`src/rtl/dvb_s2_cfg_sequencer.sv`:
```
// DVB-S/S2 modulator configuration sequencer.
// Software writes shadow registers; a commit waits for a frame boundary, holds the
// datapath in soft reset, copies shadow to active, then releases the datapath.
// Optional macro DVB_S2_CFG_EOF_TIMEOUT_EN bounds the end-of-frame wait with
// TIMEOUT_CYCLES and exposes a sticky timeout flag.
module dvb_s2_cfg_sequencer #(
    parameter int unsigned ADDR_BITS      = 4,
    parameter int unsigned RST_CYCLES     = 16,
    parameter int unsigned TIMEOUT_CYCLES = 1000000
) (
    input  logic                 clk,
    input  logic                 rst_n,
    input  logic                 wen,
    input  logic [ADDR_BITS-1:0] waddr,
    input  logic [31:0]          wdata,
    input  logic                 ren,
    input  logic [ADDR_BITS-1:0] raddr,
    output logic [31:0]          rdata,
    input  logic                 frame_end,
    input  logic                 dp_active,
    output logic                 dp_rst_n,
    output logic [1:0]           mod_mode,
    output logic [3:0]           ldpc_mode,
    output logic                 frame_mode,
    output logic                 pilot_mode,
    output logic [1:0]           srrc_mode,
    output logic [2:0]           conv_mode,
    output logic                 dvb_s_mode,
    output logic [1:0]           ts_source_mode,
    output logic [31:0]          baud_num,
    output logic                 freq_inv,
    output logic                 cfg_done,
    output logic                 cfg_busy
);

    typedef enum logic [1:0] {
        StIdle    = 2'd0,
        StWaitEof = 2'd1,
        StHold    = 2'd2,
        StDone    = 2'd3
    } state_e;

    localparam int unsigned CntW = $clog2(RST_CYCLES);

    localparam logic [ADDR_BITS-1:0] AddrMod    = ADDR_BITS'(0);
    localparam logic [ADDR_BITS-1:0] AddrLdpc   = ADDR_BITS'(1);
    localparam logic [ADDR_BITS-1:0] AddrFrame  = ADDR_BITS'(2);
    localparam logic [ADDR_BITS-1:0] AddrPilot  = ADDR_BITS'(3);
    localparam logic [ADDR_BITS-1:0] AddrSrrc   = ADDR_BITS'(4);
    localparam logic [ADDR_BITS-1:0] AddrConv   = ADDR_BITS'(5);
    localparam logic [ADDR_BITS-1:0] AddrDvbS   = ADDR_BITS'(6);
    localparam logic [ADDR_BITS-1:0] AddrTs     = ADDR_BITS'(7);
    localparam logic [ADDR_BITS-1:0] AddrBaud   = ADDR_BITS'(8);
    localparam logic [ADDR_BITS-1:0] AddrFinv   = ADDR_BITS'(9);
    localparam logic [ADDR_BITS-1:0] AddrStatus = ADDR_BITS'(14);
    localparam logic [ADDR_BITS-1:0] AddrCommit = ADDR_BITS'(15);

    state_e            state_q, state_d;
    logic [CntW-1:0]   cnt_q;
    logic              commit_pending_q, commit_pending_d;
    logic [15:0]       reconfig_cnt_q;
    logic              done_d;
    logic              commit;
    logic              cfg_differs;
    logic              load_active;
    logic              timeout_flag;
    logic              eof_timeout;
    logic [31:0]       rd_val;

    logic [1:0]  sh_mod_q;
    logic [3:0]  sh_ldpc_q;
    logic        sh_frame_q;
    logic        sh_pilot_q;
    logic [1:0]  sh_srrc_q;
    logic [2:0]  sh_conv_q;
    logic        sh_dvb_s_q;
    logic [1:0]  sh_ts_q;
    logic [31:0] sh_baud_q;
    logic        sh_finv_q;

    assign commit      = wen && (waddr == AddrCommit) && wdata[0];
    assign cfg_differs = {sh_mod_q, sh_ldpc_q, sh_frame_q, sh_pilot_q, sh_srrc_q, sh_conv_q,
                          sh_dvb_s_q, sh_ts_q, sh_baud_q, sh_finv_q} !=
                         {mod_mode, ldpc_mode, frame_mode, pilot_mode, srrc_mode, conv_mode,
                          dvb_s_mode, ts_source_mode, baud_num, freq_inv};
    // Active set is sampled on the WAIT_EOF -> HOLD edge, so late shadow writes are included.
    assign load_active = (state_q == StWaitEof) && (state_d == StHold);

`ifdef DVB_S2_CFG_EOF_TIMEOUT_EN
    localparam int unsigned ToW = $clog2(TIMEOUT_CYCLES + 1);
    logic [ToW-1:0] to_cnt_q;
    logic           timeout_flag_q;

    assign eof_timeout  = (state_q == StWaitEof) && (to_cnt_q == ToW'(TIMEOUT_CYCLES - 1));
    assign timeout_flag = timeout_flag_q;

    // End-of-frame wait counter and sticky timeout flag (a real frame boundary wins).
    always_ff @(posedge clk) begin
        if (!rst_n) begin
            to_cnt_q       <= '0;
            timeout_flag_q <= 1'b0;
        end else begin
            to_cnt_q <= (state_q == StWaitEof) ? to_cnt_q + 1'b1 : '0;
            if (eof_timeout && !frame_end && dp_active) begin
                timeout_flag_q <= 1'b1;
            end else if (wen && (waddr == AddrStatus)) begin
                timeout_flag_q <= 1'b0;
            end
        end
    end
`else
    assign eof_timeout  = 1'b0;
    assign timeout_flag = 1'b0;
`endif

    // Shadow registers: software writes land here in any state.
    always_ff @(posedge clk) begin
        if (!rst_n) begin
            sh_mod_q   <= 2'd0;
            sh_ldpc_q  <= 4'd6;
            sh_frame_q <= 1'b0;
            sh_pilot_q <= 1'b0;
            sh_srrc_q  <= 2'd2;
            sh_conv_q  <= 3'd0;
            sh_dvb_s_q <= 1'b1;
            sh_ts_q    <= 2'd2;
            sh_baud_q  <= 32'd2500;
            sh_finv_q  <= 1'b0;
        end else if (wen) begin
            case (waddr)
                AddrMod:   sh_mod_q   <= wdata[1:0];
                AddrLdpc:  sh_ldpc_q  <= wdata[3:0];
                AddrFrame: sh_frame_q <= wdata[0];
                AddrPilot: sh_pilot_q <= wdata[0];
                AddrSrrc:  sh_srrc_q  <= wdata[1:0];
                AddrConv:  sh_conv_q  <= wdata[2:0];
                AddrDvbS:  sh_dvb_s_q <= wdata[0];
                AddrTs:    sh_ts_q    <= wdata[1:0];
                AddrBaud:  sh_baud_q  <= wdata;
                AddrFinv:  sh_finv_q  <= wdata[0];
                default: ;
            endcase
        end
    end

    // Active configuration, copied from shadow on HOLD entry.
    always_ff @(posedge clk) begin
        if (!rst_n) begin
            mod_mode       <= 2'd0;
            ldpc_mode      <= 4'd6;
            frame_mode     <= 1'b0;
            pilot_mode     <= 1'b0;
            srrc_mode      <= 2'd2;
            conv_mode      <= 3'd0;
            dvb_s_mode     <= 1'b1;
            ts_source_mode <= 2'd2;
            baud_num       <= 32'd2500;
            freq_inv       <= 1'b0;
        end else if (load_active) begin
            mod_mode       <= sh_mod_q;
            ldpc_mode      <= sh_ldpc_q;
            frame_mode     <= sh_frame_q;
            pilot_mode     <= sh_pilot_q;
            srrc_mode      <= sh_srrc_q;
            conv_mode      <= sh_conv_q;
            dvb_s_mode     <= sh_dvb_s_q;
            ts_source_mode <= sh_ts_q;
            baud_num       <= sh_baud_q;
            freq_inv       <= sh_finv_q;
        end
    end

    // Next-state logic; commits seen in DONE are folded into the pending decision.
    always_comb begin
        state_d          = state_q;
        commit_pending_d = commit_pending_q;
        done_d           = 1'b0;
        unique case (state_q)
            StIdle: begin
                if (commit) begin
                    if (cfg_differs) state_d = StWaitEof;
                    else             done_d  = 1'b1;
                end
            end
            StWaitEof: begin
                if (frame_end || !dp_active || eof_timeout) state_d = StHold;
            end
            StHold: begin
                if (cnt_q == CntW'(RST_CYCLES - 1)) state_d = StDone;
            end
            StDone: begin
                commit_pending_d = 1'b0;
                state_d = ((commit_pending_q || commit) && cfg_differs) ? StWaitEof : StIdle;
            end
            default: state_d = StIdle;
        endcase
        if (commit && (state_q == StWaitEof || state_q == StHold)) commit_pending_d = 1'b1;
        if (state_d == StDone) done_d = 1'b1;
    end

    // State, hold counter, bookkeeping and registered handshake outputs.
    always_ff @(posedge clk) begin
        if (!rst_n) begin
            state_q          <= StHold;
            cnt_q            <= '0;
            commit_pending_q <= 1'b0;
            reconfig_cnt_q   <= 16'd0;
            dp_rst_n         <= 1'b0;
            cfg_done         <= 1'b0;
            cfg_busy         <= 1'b1;
        end else begin
            state_q          <= state_d;
            cnt_q            <= (state_q == StHold) ? cnt_q + 1'b1 : '0;
            commit_pending_q <= commit_pending_d;
            if (state_q == StDone) reconfig_cnt_q <= reconfig_cnt_q + 16'd1;
            dp_rst_n         <= (state_d != StHold);
            cfg_done         <= done_d;
            cfg_busy         <= (state_d != StIdle);
        end
    end

    // Read mux: active fields, status word, or a tagged marker for unmapped addresses.
    always_comb begin
        rd_val = 32'hE000_0000 | 32'(raddr);
        case (raddr)
            AddrMod:    rd_val = 32'(mod_mode);
            AddrLdpc:   rd_val = 32'(ldpc_mode);
            AddrFrame:  rd_val = 32'(frame_mode);
            AddrPilot:  rd_val = 32'(pilot_mode);
            AddrSrrc:   rd_val = 32'(srrc_mode);
            AddrConv:   rd_val = 32'(conv_mode);
            AddrDvbS:   rd_val = 32'(dvb_s_mode);
            AddrTs:     rd_val = 32'(ts_source_mode);
            AddrBaud:   rd_val = baud_num;
            AddrFinv:   rd_val = 32'(freq_inv);
            AddrStatus: rd_val = {1'b0, reconfig_cnt_q, 9'b0, commit_pending_q, dp_rst_n,
                                  timeout_flag, state_q, cfg_busy};
            default: ;
        endcase
    end

    // Registered read data, one cycle after ren.
    always_ff @(posedge clk) begin
        if (!rst_n)   rdata <= 32'd0;
        else if (ren) rdata <= rd_val;
    end

endmodule
```
`config.mk`:
```
export PLATFORM = sky130hd
export DESIGN_NAME = dvb_s2_cfg_sequencer
export DESIGN_NICKNAME = d
export VERILOG_FILES = /design/src/rtl/dvb_s2_cfg_sequencer.sv
export SDC_FILE = /design/constraint.sdc
export NUM_CORES = 1
export LEC_CHECK = 0
export ABC_AREA = 1
export CAP_MARGIN = 0
export CORE_ASPECT_RATIO = 1.75
export CORE_UTILIZATION = 27
export CTS_BUF_LIST = sky130_fd_sc_hd__clkbuf_8 sky130_fd_sc_hd__clkbuf_16
export DETAILED_ROUTE_END_ITERATION = 16
export SLEW_MARGIN = 0
export SYNTH_ARGS = -nofsm -noshare
export SYNTH_HDL_FRONTEND = slang
export SYNTH_SLANG_ARGS = --single-unit
```
`constraint.sdc`:
```
create_clock -name clk -period 2.1 [get_ports clk]
set_input_delay 0.315 -clock clk [delete_from_list [all_inputs] [get_ports clk]]
set_output_delay 0.315 -clock clk [all_outputs]
set_load 0.005 [all_outputs]
```
Word level (Yosys, flattened, before mapping)
Cells that the tools add are included.
{"block": "totals", "in_bits": 46, "word_cells": 96, "reg_bits": 156}
{"block": "op_classes", "n_eq_ne": 28, "n_addsub": 2, "reduce_logical": 25, "mux": 13}
{"op": "one-hot mux 32 bit (11 select lines)", "n": 1}
{"op": "!= test 49 bit", "n": 1}
{"op": "== test 4 x 3 -> 1 bit (second input constant)", "n": 8}
{"op": "== test 4 bit (second input constant)", "n": 7}
{"op": "AND reduction 2 bit", "n": 11}
{"op": "adder 16 x 1 -> 16 bit (second input constant)", "n": 1}
{"op": "== test 4 x 2 -> 1 bit (second input constant)", "n": 4}
{"op": "== test 2 bit (second input constant)", "n": 4}
{"op": "== test 4 x 1 -> 1 bit (second input constant)", "n": 2}
{"op": "zero test 4 bit", "n": 2}
{"op": "2-to-1 mux 2 bit", "n": 4}
{"op": "one-hot mux 2 bit (4 select lines)", "n": 1}
{"op": "2-to-1 mux 1 bit", "n": 7}
{"op": "logical AND 1 bit", "n": 5}
{"op": "adder 4 x 1 -> 4 bit (second input constant)", "n": 1}
{"op": "nonzero test 2 bit", "n": 2}
{"op": "logical OR 1 bit", "n": 3}
{"op": "== test 2 x 1 -> 1 bit (second input constant)", "n": 1}
{"op": "zero test 2 bit", "n": 1}
{"op": "!= test 2 bit (second input constant)", "n": 1}
{"op": "zero test 1 bit", "n": 1}

Longest topological paths before layout
Gate-level depths: netlist of run 1.
{"block": "depth", "ltp_word": 9, "ltp_mapped": 17}

Worst setup path before layout of run 1
No wires, ideal clock.
{"block": "synth_path", "path_kind": "register -> register", "start": "register state_q[1]", "end": "register srrc_mode[1]", "path_stages_with_launch": 12, "setup_ns": 0.130, "slack_ns": 0.251, "synth_period_minus_slack_ns": 1.849, "arrival_ns": 1.719, "n_path_buf": 3, "t_required_ns": 1.970, "cell_sequence": "dfxtp_1 > inv_1 > ha_1 > clkbuf_1 > a21oi_1 > or2_2 > nand2_2 > nand3_2 > buf_4 > buf_6 > nand2_1 > nand3_1"}
{"block": "synth_via", "elab_chain_cells": 5}
{"item": "start: declaration", "line_no": "58", "source": "state_e state_q, state_d;"}
{"item": "start signal: assignment", "line_no": "204", "source": "state_q <= StHold;"}
{"item": "start signal: assignment", "line_no": "212", "source": "state_q <= state_d;"}
{"item": "2-to-1 mux 2 bit", "line_no": "181", "source": "if (cfg_differs) state_d = StWaitEof;"}
{"item": "2-to-1 mux 2 bit", "line_no": "180", "source": "if (commit) begin"}
{"item": "one-hot mux 2 bit (4 select lines)", "line_no": "178", "source": "unique case (state_q)"}
{"item": "== test 2 bit", "line_no": "87", "source": "assign load_active = (state_q == StWaitEof) && (state_d == StHold);"}
{"item": "logical AND 1 bit (*)", "line_no": "87"}
{"item": "end signal: assignment", "line_no": "164", "source": "srrc_mode <= sh_srrc_q;"}
{"item": "end: declaration", "line_no": "26", "source": "output logic [1:0] srrc_mode,"}
Mark *: on every way between the ends. The rest lies on a longest branch, timed or not.
A chain may end at the register's enable or synchronous reset.

Worst setup path in the final report of run 1
{"block": "layout_path", "start": "register sh_baud_q[17]", "end": "register conv_mode[2]"}
{"block": "layout_via", "elab_chain_cells": 6}
{"item": "start: declaration", "line_no": "78", "source": "logic [31:0] sh_baud_q;"}
{"item": "start signal: assignment", "line_no": "139", "source": "AddrBaud: sh_baud_q <= wdata;"}
{"item": "!= test 49 bit (*)", "line_no": "83", "source": "sh_dvb_s_q, sh_ts_q, sh_baud_q, sh_finv_q} !="}
{"item": "2-to-1 mux 2 bit / logical AND 1 bit (equally long branches)", "line_no": "181, 193"}
{"item": "2-to-1 mux 2 bit / 2-to-1 mux 1 bit (equally long branches)", "line_no": "180, 193"}
{"item": "one-hot mux 2 bit (4 select lines) (*)", "line_no": "178"}
{"item": "== test 2 bit (*)", "line_no": "87"}
{"item": "logical AND 1 bit (*)", "line_no": "87"}
{"item": "end signal: assignment", "line_no": "165", "source": "conv_mode <= sh_conv_q;"}
{"item": "end: declaration", "line_no": "27", "source": "output logic [2:0] conv_mode,"}
Marks and branches as above.

==> out/metrics.yaml, run 1 <==
floorplanning:
  core_sq_mm: 0.0267
  num_rows: 79
  io_pins: 130
  die_h_um: 221
  die_area_sq_mm: 0.0280
  start_util: 0.276
  die_w_um: 127
timing:
  post-route-period-util: 0.986
  relSlewSlack: 0.709
  slew_viol_final: 0
  worst_slew_pin_slew_ns: 0.436
  tns_ns: 0
  fmax_mhz: 483
  period_needed_ns: 2.07
  finClkSkew_ns: 0.00994
  setup_viol: 0
  hold_viol: 0
  rsz0062_at_grt: "yes"
  layout_setup_ws_ns: 0.0287
  hold_ws_ns: 0.241
yosys:
  synth_top_area_share: 0.424
  syn_area_sq_mm: 0.00737
  synth_enable_flop_cells: 0
  yosys_warnings: 0
  seq_area_frac_synth: 0.424
  yosys.area.top_type: "dfxtp_1"
  synth_nets: 1157
  syn_avg_cell_area_sq_um: 6.67
  synthArstFlopShare: 0
  synth-main-ff-cell: "dfxtp_1"
  ys_seq_elements: 156
  synth_cells: 1105
  ys_types: 35
  synth_area_leaders: "dfxtp_1 (42%), nand2_1 (16%), inv_1 (9.0%)"
cts:
  cts_tree: "yes"
  numCtsBuffers: 17
  insertion_delay_ns: 0.44
  postCtsHoldBufs: 0
  root_buffer: "clkbuf_16"
  clockBufferDepth: 2
  cts.sinks: 156
  htree_levels: 4
  clkTransAtPathRegs_ns: 0.07
power:
  swShare: 0.339
  comb_power_share: 0.368
  intPower_mw: 6.43
  seqPwrFrac: 0.335
  p_sw_mw: 3.30
  p_leak_nw: 4.55
  p_clk_frac: 0.297
  max-vdd-ir-drop_uv: 718
  finalPower_mw: 9.73
  powerDensity_mw_per_mm2: 912
global_routing:
  grt_use_total: 0.185
  grt_pass1_wl_mm: 39.3
  grt_pass1_vias: 7552
  grt_max_degree: 58
  grt_remaining_overflow: 0
  antenna_found_initial: 0
finish:
  final_area_sq_mm: 0.0107
  layout_commonest_cell: "nand2_1"
  instances_no_fill: 1662
  area_growth_pct: 44.7
  n_antenna_cell: 0
  nFillCells: 2805
  drive_above_1_share: 0.161
  fin_util: 0.400
  final_cell_mix: "nand2_1 (300), inv_1 (172), dfxtp_1 (129)"
  fin_nets: 1377
setup_path:
  startpoint: "sh_baud_q[17]"
  timing.rr.start: "sh_baud_q[17]"
  crit_path_end_kind: "flip-flop"
  crit_fanout: 18
  start_kind: "flip-flop"
  crit_type: "flip-flop to flip-flop"
  reg2regPathDepth: 17
  critPathArrivalTime_ns: 2.43
  rr_endpoint: "conv_mode[2]"
  rrSetupSlack_ns: 0.03
  cp_data_required_time_ns: 2.46
detailed_routing:
  drc: 0
  drt.antenna.violating_nets: 0
  post_drt_wl_per_cell_um: 15.2
  drt_pass1_iterations: 5
  routed-via-count: 7769
  routed_wl_mm: 25.2
  vias_per_cell: 4.67
  initialDrtViolationCount: 429
placement:
  routabilityCongestion: 0.848
  dpl-instance-area_sq_mm: 0.00974
  post-place-cells: 1614
  dp.final_hpwl_mm: 18.2
  dp_slack_ns: -0.124
  numPortBuffers: 129
status:
  status: "completed"
min_path:
  hold_end: "baud_num[17]"
  hold_class: "primary input to flip-flop"
  holdPathStages: 3
  min_from: "rst_n"
run:
  maxCapViolations: 0
worst max-delay path, stage by stage (launching register included):
cell and delay (ns):
dfxtp_1 0.33, inv_1 0.07, nand2_1 0.06, nand2_1 0.06
nor2_2 0.14, nand2_1 0.10, nor2_1 0.09, nand2_1 0.08
nor2_1 0.10, nand2_1 0.11, nand2_2 0.10, nand2_1 0.09
nand2_4 0.10, nand3_4 0.15, buf_12 0.21, nand2_1 0.06
inv_1 0.04, nor2_1 0.10
power by group through the flow:
stage                     Combinational (mW)  Sequential [mW]  Clock (mW)
after floorplan                         1.36             3.30           0
after global placement                  2.58             3.32           0
after detailed placement                2.59             3.32           0
after CTS                               3.03             3.25        2.95
after global routing                    3.85             3.27        3.08
final                                   3.58             3.26        2.89
Yosys cell counts (3+ instances only):
cell      instances
ha_1              6
a21oi_1          79
clkbuf_1         30
nor2_1          104
o22ai_1          18
nor4_1            4
o211ai_1          5
buf_1             6
dfxtp_1         156
or2_2             3
nand2_1         305
xnor2_1          13
buf_2            14
nand4_1          57
nand3_1          40
nor3_1           11
o21ai_0          54
inv_1           177
a31oi_1           4
cells by family after synthesis:
logic type | share of synthesized area
buf+inv | 0.122
xor+xnor | 0.0166
fa+ha+maj | 0.0102
simple gates | 0.302
flops | 0.424
compound gates | 0.126
cell type report:
cell class	instances	area, sq um	area share
multi-input cells	718	3420	0.321
flip-flops and latches	156	3160	0.296
repair buffers	253	2460	0.231
inverters	179	672	0.0630
clock buffers	18	439	0.0412
well taps	324	405	0.0380
clock inverters	14	109	0.0102
what timing repair did:
item                       in CTS  in global routing
resized for setup              16                 54
buffers inserted                6                  7
cloned                          2                  1
setup endpoints to repair      49                 57
pin swaps                       3                 11
sequential cells by signal, summed over array words and instances, names as in the netlist, 2 cells and up:
register,count
sh_ldpc_q,4
reconfig_cnt_q,16
cnt_q,4
rdata,32
ts_source_mode,2
baud_num,32
sh_conv_q,3
sh_srrc_q,2
conv_mode,3
sh_mod_q,2
state_q,2
mod_mode,2
ldpc_mode,4
srrc_mode,2
sh_baud_q,32
sh_ts_q,2
metal layers:
| metal | share of wire | global-route usage | up-vias |
|---|---|---|---|
| li1 | - | - | 3963 |
| met1 | 0.40 | 0.200 | 3605 |
| met2 | 0.54 | 0.350 | 165 |
| met3 | 0.037 | 0.0312 | 36 |
| met4 | 0.028 | 0.0786 | 0 |
| met5 | 0 | 0 | - |
worst max path at each step:
stage,endpoint,cells after the start
6_report,conv_mode[2],17
5_1_grt,conv_mode[1],17
4_1_cts,baud_num[4],18
3_5_place_dp,baud_num[3],13
3_3_place_gp,baud_num[7],16
2_1_floorplan,srrc_mode[1],11
Power figures use the tool's default switching activity.
==> run 2: changes to the inputs <==
--- a/config.mk
+++ b/config.mk
@@ -5,12 +5,13 @@
 export SDC_FILE = /design/constraint.sdc
 export NUM_CORES = 1
 export LEC_CHECK = 0
-export ABC_AREA = 1
+export ABC_AREA = 0
 export CAP_MARGIN = 0
 export CORE_ASPECT_RATIO = 1.75
 export CORE_UTILIZATION = 27
 export CTS_BUF_LIST = sky130_fd_sc_hd__clkbuf_8 sky130_fd_sc_hd__clkbuf_16
 export DETAILED_ROUTE_END_ITERATION = 16
+export PLACE_DENSITY_LB_ADDON = 0.1
 export SLEW_MARGIN = 0
 export SYNTH_ARGS = -nofsm -noshare
 export SYNTH_HDL_FRONTEND = slang
==> run 2 against run 1 <==
The run now ends with negative setup slack left. Count of clock-buffer cells in the layout grew 6. Critical path depth shrank 7. Sequential cell count is the same. Non-clock buffer count grew 16. Global-route usage grew 0.70 points.
==> out/metrics.yaml, run 2 <==
floorplanning:
  core_sq_mm: 0.0248  # was 0.0267 sq mm
  die_area_sq_mm: 0.0261  # was 0.0280 sq mm
  start_util: 0.276  # about the same
  die_w_um: 122  # was 127 um
  num_rows: 76  # was 79
  die_h_um: 213  # was 221 um
  io_pins: 130  # unchanged
timing:
  hold_viol: 0  # unchanged
  relSlewSlack: 0.700  # was 0.709
  layout_setup_ws_ns: -0.134  # was 0.0287 ns
  worst_slew_pin_slew_ns: 0.445  # was 0.436 ns
  fmax_mhz: 448  # was 483 MHz
  slew_viol_final: 0  # unchanged
  setup_viol: 49  # was 0
  post-route-period-util: 1.06  # was 0.986
  rsz0062_at_grt: "yes"  # unchanged
  hold_ws_ns: 0.327  # was 0.241 ns
  period_needed_ns: 2.23  # was 2.07 ns
  finClkSkew_ns: 0.00803  # was 0.00994 ns
yosys:
  ys_types: 47  # was 35
  synth_area_leaders: "dfxtp_1 (46%), mux2i_1 (9.6%), nand2_1 (9.4%)"  # was dfxtp_1 (42%), nand2_1 (16%), inv_1 (9.0%)
  synth_cells: 798  # was 1,105
  synthArstFlopShare: 0  # unchanged
  syn_area_sq_mm: 0.00685  # was 0.00737 sq mm
  yosys.area.top_type: "dfxtp_1"  # unchanged
  syn_avg_cell_area_sq_um: 8.59  # was 6.67 sq um
  synth_enable_flop_cells: 0  # unchanged
  synth_most_common_cell: "nand2_1"  # unchanged
  synth_common_cells: "nand2_1 (171), dfxtp_1 (156), nor2_1 (87), mux2i_1 (66), xnor2_1 (53)"  # was nand2_1 (305), inv_1 (177), dfxtp_1 (156), nor2_1 (104), a21oi_1 (79)
  synth_nets: 850  # was 1,157
  ys_seq_elements: 156  # unchanged
  synth-main-ff-cell: "dfxtp_1"  # unchanged
  synth_top_area_share: 0.456  # was 0.424
  seq_area_frac_synth: 0.456  # was 0.424
  yosys_warnings: 0  # unchanged
status:
  status: "finished with violations"  # was completed
  failed_checks: "negative setup slack"
finish:
  reg.largest.list: "baud_num (32), rdata (32), sh_baud_q (32)"  # unchanged
  drive_above_1_share: 0.193  # was 0.161
  nFillCells: 2513  # was 2,805
  layout_commonest_cell: "nand2_1"  # unchanged
  n_antenna_cell: 0  # unchanged
  final_cell_mix: "nand2_1 (171), dfxtp_1 (149), clkdlybuf4s50_1 (128)"  # was nand2_1 (300), inv_1 (172), dfxtp_1 (129)
  area_growth_pct: 50.1  # was 44.7%
  instances_no_fill: 1360  # was 1,662
  fin_nets: 1087  # was 1,377
min_path:
  hold_class: "primary input to flip-flop"  # unchanged
cts:
  cts_tree: "yes"  # unchanged
  postCtsHoldBufs: 0  # unchanged
  numCtsBuffers: 17  # unchanged
  clkTransAtPathRegs_ns: 0.06  # was 0.07 ns
  insertion_delay_ns: 0.42  # was 0.44 ns
  cts.sinks: 156  # unchanged
  clockBufferDepth: 2  # unchanged
  root_buffer: "clkbuf_16"  # unchanged
  htree_levels: 4  # unchanged
detailed_routing:
  routed-via-count: 6349  # was 7,769
  drt.antenna.violating_nets: 0  # unchanged
  routed_wl_mm: 24.0  # was 25.2 mm
  drt_pass1_iterations: 6  # was 5
  drc: 0  # unchanged
  post_drt_wl_per_cell_um: 17.7  # was 15.2 um
  vias_per_cell: 4.67  # about the same
  initialDrtViolationCount: 394  # was 429
run:
  maxCapViolations: 0  # unchanged
placement:
  post-place-cells: 1316  # was 1,614
  numPortBuffers: 129  # unchanged
  dp.final_hpwl_mm: 17.4  # was 18.2 mm
  dp_slack_ns: -0.294  # was -0.124 ns
  routabilityCongestion: 0.779  # was 0.848
global_routing:
  antenna_found_initial: 0  # unchanged
  grt_pass1_vias: 6428  # was 7,552
  grt_remaining_overflow: 0  # unchanged
  grt_pass1_wl_mm: 36.7  # was 39.3 mm
  grt_max_degree: 99  # was 58
  grt_use_total: 0.192  # was 0.185
setup_path:
  crit_fanout: 7  # was 18
  start_kind: "flip-flop"  # unchanged
  crit_path_end_kind: "flip-flop"  # unchanged
  cp_data_required_time_ns: 2.44  # was 2.46 ns
  crit_type: "flip-flop to flip-flop"  # unchanged
  critPathArrivalTime_ns: 2.58  # was 2.43 ns
power:
  finalPower_mw: 6.55  # was 9.73 mW
  p_leak_nw: 3.79  # was 4.55 nW
  powerDensity_mw_per_mm2: 637  # was 912 mW/mm^2
  max-vdd-ir-drop_uv: 543  # was 718 uV
-- run 2: changes by cell type after synthesis, moves of 16 or more --
cell      before  now
o22ai_1       18    2
mux2i_1        0   66
inv_1        177    6
a222oi_1       0   16
nor2_1       104   87
xnor2_1       13   53
o21ai_0       54   15
nand3_1       40   22
a21oi_1       79   47
nand2_1      305  171
nand4_1       57   17
-- run 2: layout make-up --
| type | instances | area [sq um] | area share |
|---|---|---|---|
| inverters | 8 | 31.3 | 0.00304 |
| well taps | 312 | 390 | 0.0380 |
| repair buffers | 269 | 2550 | 0.248 |
| flip-flops and latches | 156 | 3130 | 0.304 |
| clock inverters | 8 | 41.3 | 0.00401 |
| multi-input cells | 583 | 3610 | 0.351 |
| clock buffers | 24 | 522 | 0.0507 |
-- run 2: logic make-up after synthesis --
group,count (synthesis),synth area share
adders and majority gates,6,0.0110
buffers and inverters,59,0.0363
DFF,156,0.456
muxes,67,0.0997
xor gates and xnor gates,63,0.0805
AOI/OAI and AO/OA,111,0.106
and+or+nand+nor,336,0.211
-- run 2: what timing repair did --
item / 4_1_cts / 5_1_grt
buffers inserted: 5 / 3
hold endpoints to repair: 0 / 0
endpoints found under the setup margin: 49 / 49
gates cloned: 4 / 1
gates resized for setup: 21 / 11
pin swaps: 8 / 9
-- run 2: worst paths after layout --
check,startpoint,endpoint,slack [ns],cells after the start
worst min-delay path,rst_n,rdata[1],0.33,3
worst max-delay path,baud_num[13],baud_num[23],-0.13,10
worst min register to register,cnt_q[0],cnt_q[0],0.45,1
worst max register to register,baud_num[13],baud_num[23],-0.13,10
-- run 2: layer usage --
metal  global-route usage  vias up  wire length (um)
met5                    0        -                 0
met4               0.0660        0               408
met3               0.0302       15               623
met2                0.368      112             13600
met1                0.206     3023              9370
li1                     -     3199                 -
-- run 2: through the flow --
step / utilization / TNS [ns] / cell area [sq um]
floorplan: - / 0 / 6860
global placement: 0.378 / -11.44 / 9380
detailed placement: 0.378 / -13.16 / 9380
CTS: 0.411 / -3.33 / 10200
global route: 0.414 / -10.03 / 10300
finish: 0.414 / -4.57 / 10300
-- run 2: report_power, final --
group          leakage (nW)  switching, mW  total [mW]  internal (mW)
Clock                 0.288           1.25        2.97           1.72
Sequential             1.26         0.0334        3.03           3.00
Combinational          2.24          0.282       0.550          0.267
Total                  3.79           1.57        6.55           4.98
-- run 2: critical path: stages, from the launching register on --
cell     delay (ns)
dfxtp_2        0.33
xnor2_2        0.15
buf_4          0.14
nand4_1        0.12
nor4_4         0.40
nand4_1        0.23
a21oi_4        0.22
buf_6          0.13
buf_4          0.11
buf_12         0.13
mux2i_2        0.21
==> run 3: changes to the inputs <==
--- a/config.mk
+++ b/config.mk
@@ -10,6 +10,7 @@
 export CORE_ASPECT_RATIO = 1.75
 export CORE_UTILIZATION = 27
 export CTS_BUF_LIST = sky130_fd_sc_hd__clkbuf_8 sky130_fd_sc_hd__clkbuf_16
+export CTS_CLUSTER_DIAMETER = 120
 export DETAILED_ROUTE_END_ITERATION = 16
 export PLACE_DENSITY_LB_ADDON = 0.1
 export SLEW_MARGIN = 0
==> results of run 3 <==
The final DEF is identical to that of run 2; final timing and power are the same.
